$ cat src/rtl/riscv_pkg.sv
// rtl/riscv_pkg.sv - shared RV32I opcode, branch-counter constants and B-immediate decode
package riscv_pkg;

    localparam logic [6:0] OPC_BRANCH = 7'b1100011;

    localparam logic [1:0] SNT = 2'b00;
    localparam logic [1:0] WNT = 2'b01;
    localparam logic [1:0] WT  = 2'b10;
    localparam logic [1:0] ST  = 2'b11;

    function automatic logic signed [31:0] imm_b(input logic [31:0] inst);
        return {{19{inst[31]}}, inst[31], inst[7], inst[30:25], inst[11:8], 1'b0};
    endfunction

endpackage

$ cat src/rtl/bht_2bit.sv
// rtl/bht_2bit.sv - bimodal table of 2-bit saturating counters, falling-edge updated
module bht_2bit
    import riscv_pkg::*;
#(
    parameter int BHT_ENTRIES = 16,
    localparam int IDX_W = $clog2(BHT_ENTRIES)
) (
    input  logic             clk,
    input  logic             rst,
    input  logic [IDX_W-1:0] rd_idx,
    output logic             rd_taken,
    input  logic             wr_en,
    input  logic [IDX_W-1:0] wr_idx,
    input  logic             wr_taken
);

    logic [1:0] ctr_q [BHT_ENTRIES];
    logic [1:0] ctr_d;

    // Read is combinational from the registered array, so a same-cycle write is seen next edge.
    assign rd_taken = ctr_q[rd_idx][1];

    always_comb begin
        ctr_d = ctr_q[wr_idx];
        if (wr_taken) begin
            if (ctr_q[wr_idx] != ST) ctr_d = ctr_q[wr_idx] + 2'd1;
        end else begin
            if (ctr_q[wr_idx] != SNT) ctr_d = ctr_q[wr_idx] - 2'd1;
        end
    end

    always_ff @(negedge clk or negedge rst) begin
        if (!rst) begin
            for (int i = 0; i < BHT_ENTRIES; i++) begin
                ctr_q[i] <= WNT;
            end
        end else if (wr_en) begin
            ctr_q[wr_idx] <= ctr_d;
        end
    end

endmodule

$ cat src/rtl/if_fetch_stage.sv
// rtl/if_fetch_stage.sv - RV32I fetch stage: PC, next-PC select, optional bimodal prediction
// Define IF_BHT_PRED_EN to enable the BHT; otherwise fetch is static not-taken.
module if_fetch_stage
    import riscv_pkg::*;
#(
    parameter logic [31:0] RESET_PC    = 32'h0000_0000,
    parameter int          BHT_ENTRIES = 16
) (
    input  logic        clk,
    input  logic        rst,
    input  logic        stall,
    input  logic        redirect,
    input  logic [31:0] redirect_pc,
    input  logic        upd_valid,
    input  logic [31:0] upd_pc,
    input  logic        upd_taken,
    output logic [31:0] imem_addr,
    input  logic [31:0] imem_rdata,
    output logic [31:0] inst,
    output logic [31:0] pc,
    output logic        guess
);

    localparam int BHT_IDX_W = $clog2(BHT_ENTRIES);

    logic [31:0] pc_q;
    logic [31:0] pc_d;
    logic [31:0] tgt;

    assign imem_addr = pc_q;
    assign inst      = imem_rdata;
    assign pc        = pc_q;

`ifdef IF_BHT_PRED_EN
    logic is_br;
    logic bht_taken;

    assign is_br = (imem_rdata[6:0] == OPC_BRANCH);
    assign tgt   = pc_q + imm_b(imem_rdata);
    assign guess = is_br & bht_taken;

    bht_2bit #(
        .BHT_ENTRIES(BHT_ENTRIES)
    ) u_bht (
        .clk      (clk),
        .rst      (rst),
        .rd_idx   (pc_q[BHT_IDX_W+1:2]),
        .rd_taken (bht_taken),
        .wr_en    (upd_valid),
        .wr_idx   (upd_pc[BHT_IDX_W+1:2]),
        .wr_taken (upd_taken)
    );

    logic unused_upd_bits;
    assign unused_upd_bits = &{1'b0, upd_pc[31:BHT_IDX_W+2], upd_pc[1:0]};
`else
    assign tgt   = pc_q + 32'd4;
    assign guess = 1'b0;

    logic unused_upd;
    assign unused_upd = &{1'b0, upd_valid, upd_pc, upd_taken};
`endif

    // Redirect outranks stall: EX has already resolved the path and flushes downstream itself.
    always_comb begin
        if (redirect) begin
            pc_d = redirect_pc;
        end else if (stall) begin
            pc_d = pc_q;
        end else if (guess) begin
            pc_d = tgt;
        end else begin
            pc_d = pc_q + 32'd4;
        end
    end

    always_ff @(negedge clk or negedge rst) begin
        if (!rst) begin
            pc_q <= RESET_PC;
        end else begin
            pc_q <= pc_d;
        end
    end

endmodule

$ cat config.mk
export PLATFORM = sky130hd
export DESIGN_NAME = if_fetch_stage
export DESIGN_NICKNAME = d
export VERILOG_FILES = /design/src/rtl/riscv_pkg.sv /design/src/rtl/bht_2bit.sv /design/src/rtl/if_fetch_stage.sv
export SDC_FILE = /design/constraint.sdc
export NUM_CORES = 1
export LEC_CHECK = 0
export CORE_ASPECT_RATIO = 2
export CORE_MARGIN = 5
export CORE_UTILIZATION = 29
export CTS_CLUSTER_DIAMETER = 120
export CTS_CLUSTER_SIZE = 40
export DETAILED_ROUTE_END_ITERATION = 8
export PLACE_DENSITY = 0.77
export SETUP_SLACK_MARGIN = 0.15
export SYNTH_ARGS = -nofsm -noshare
export SYNTH_HDL_FRONTEND = slang
export SYNTH_HIERARCHICAL = 1
export SYNTH_SLANG_ARGS = --single-unit
$ cat constraint.sdc
create_clock -name clk -period 1.9 [get_ports clk]
set_input_delay 0.285 -clock clk [delete_from_list [all_inputs] [get_ports clk]]
set_output_delay 0.285 -clock clk [all_outputs]
set_load 0.05 [all_outputs]
==> impl_metrics.toml <==
[run_status]
status = "complete, but fails checks"
violations = "setup timing"

[setup_path]
crit_type = "in -> reg"
r2r_cells = 7
critPathTopFamily = "simple AND/OR/NAND/NOR gates"
critPathLaunchType = "input port"
cp_max_fo = 6
slowest_stage = "or4_4"
cp-end-kind = "flip-flop"
critical-path-max-stage-delay_ns = 0.50
path_common_cell = "or4_4"
crit_cells = 6
critPathArrivalTime_ns = 1.95
path_cells = "buf_6, nand4b_1, buf_4, or4_4, or4_4, a31oi_1"
worstPathRequired_ns = 1.26
critPathBufInv = 2

[pwr]
power_density_mw_per_mm2 = 695
finalPower_mw = 3.37
power.leakage_nw = 2.14
ir_drop_v = 0.000626

[finish]
antenna_cells = 0
n_fill_cell = 603
drive_gt1_share_pct = 53.1
finish.instance_area_sq_mm = 0.00485
final_common_cell = "buf_4"
final_cell_mix = "75 x buf_4, 70 x buf_12, 32 x dfrtn_1"
area_delta_synth_final_pct = 107
nNetsFinal = 508
largest_reg_flops = 32

[floorplanning]
core_area_sq_mm = 0.00794
pin_count = 199
die_y_um = 137
row_count = 46
die_area_sq_mm = 0.0101
initial_utilization_pct = 29.5
die_x_um = 73.6

[logic_synthesis]
synth_compound_area_share_pct = 11.9
muxShareOfSynthArea_pct = 1.39
synth_nets = 373
syn-cell-area_sq_mm = 0.00234
synth_warnings = 6
synth_enable_flop_cells = 0
async_flop_share_pct = 100
synth_fa_ha_area_share_pct = 0.534
synth_top_family_by_area = "buffers and inverters"
yosys.area_share.xor_xnor_pct = 4.86
synthSimpleGateAreaFrac_pct = 23.2
yosysUniqueCellTypes = 36
ys_seq_area_share_pct = 34.2
avgSynthCellArea_sq_um = 8.68
synth_seq_cells = 32
ys.flop_type = "dfrtn_1"
synthCells = 270

[min_path]
hold_path_depth = 0
hp-class = "in -> out"

[global_routing]
grt_overflow = 0
antenna_found_initial = 0
grt_pass1_vias = 2712
grt_util_all_layers_pct = 16.3
grt_max_degree = 30
grt_pass1_wl_um = 12800

[detailed_routing]
dr_total_vias = 2604
via_per_inst = 5.20
wirelength_um = 8980
detail_route.iter0.violations = 178
dr.pass1.iters = 5
ant_nets = 0
drc = 0
routedWlPerCell_um = 17.9

[clock_tree]
clkLatencyLatePin_ns = 0.30
cts_buffer_depth = 2
cts.reportedPaths.clkPinSlew_ns = 0.04
cts_buffers = 5
cts.sinks = 32
ctsHtreeMaxLevel = 2
root_buffer = "clkbuf_16"
hold_buffers = 0
cts_tree = "done"

[placement]
io_buffers = 99
dp_hpwl_um = 6020
gp_congestion = 0.821
postPlaceCellArea_sq_mm = 0.00410

[timing]
fin_skew_ns = 0.00358
setup_viol = 92
finalHoldViolations = 0
drv_slew = 0
tns_ns = -36.24
rsz0062_at_grt = "true"
worst_slack_ns = -0.692

[job]
cap_violations = 0
final timing paths:
path	slack, ns	start	to
max in group asynchronous	0.73	rst	imem_addr[1]
min in group asynchronous	0.72	rst	imem_addr[11]
min reg2reg	0.63	imem_addr[1]	imem_addr[1]
max reg2reg	-0.39	imem_addr[3]	imem_addr[29]
max	-0.69	stall	imem_addr[29]
min	0.57	imem_rdata[0]	inst[0]
cells in the mapped netlist, drive strengths merged, types with 2 or more instances:
| cell type | count | area, sq um |
|---|---|---|
| nor3 | 2 | 10.0 |
| a31oi | 15 | 93.8 |
| buf | 67 | 510 |
| inv | 5 | 18.8 |
| xor2 | 4 | 35.0 |
| and3 | 2 | 12.5 |
| mux2 | 2 | 22.5 |
| nand3 | 8 | 45.0 |
| clkbuf | 8 | 30.0 |
| xnor2 | 9 | 78.8 |
| nand4 | 7 | 58.8 |
| nor4 | 4 | 25.0 |
| nand4b | 2 | 17.5 |
| and4 | 2 | 17.5 |
| nand2 | 27 | 101 |
| dfrtn | 32 | 801 |
| or3 | 4 | 25.0 |
| o21ai | 17 | 85.1 |
| o31ai | 11 | 82.6 |
| nor2 | 16 | 60.1 |
| or4 | 16 | 133 |
cell families after synthesis:
group	count (synthesis)
AO/OA/AOI/OAI	45
multiplexers	3
XOR/XNOR	13
other	1
adder cells (fa/ha/maj)	1
flip-flops	32
AND/OR/NAND/NOR	95
buffers and inverters	80
repair_timing:
| action | 4_1_cts | 5_1_grt |
|---|---|---|
| setup endpoints to repair | 96 | 94 |
| setup buffers | 35 | 10 |
| gates cloned | 2 | 0 |
| resized for setup | 44 | 27 |
| pin swaps | 27 | 19 |
routing by layer:
| metal | share of wire [%] | up-vias | global-route usage [%] |
|---|---|---|---|
| met4 | 5.1 | 0 | 11.1 |
| li1 | - | 1165 | - |
| met2 | 59 | 131 | 31.7 |
| met5 | 0 | - | 0 |
| met1 | 30 | 1252 | 14.0 |
| met3 | 5.9 | 56 | 3.31 |
where the power goes:
group	internal, mW	leakage (nW)	switching [mW]
registers	0.756	0.373	0.114
clock network	0.476	0.0667	0.288
logic	0.889	1.70	0.850
through the flow:
stage	std cells	hold WS (ns)	utilization (%)	worst slack (ns)
after global routing	501	0.570	61.1	-0.747
final	501	0.570	61.1	-0.692
after floorplan	270	0.737	-	-0.689
after global placement	447	0.570	51.6	-1.10
after CTS	491	0.570	58.7	-0.627
after detailed placement	447	0.570	51.6	-1.17
cell type report:
cell class	count	area (sq um)	area share, %
clock inverters	1	5.00	0.103
multi-input cells	159	1220	25.1
flip-flops and latches	32	801	16.5
clock buffers	6	129	2.66
well taps	96	120	2.48
repair buffers	202	2560	52.8
inverters	5	18.8	0.387
worst register-to-register path, stage by stage (launching register included):
cell	delay, ns
dfrtn_1	0.54
buf_4	0.16
buf_4	0.10
nand4b_1	0.15
buf_4	0.19
or4_4	0.46
or4_4	0.50
a31oi_1	0.19
Power figures use the tool's default switching activity.
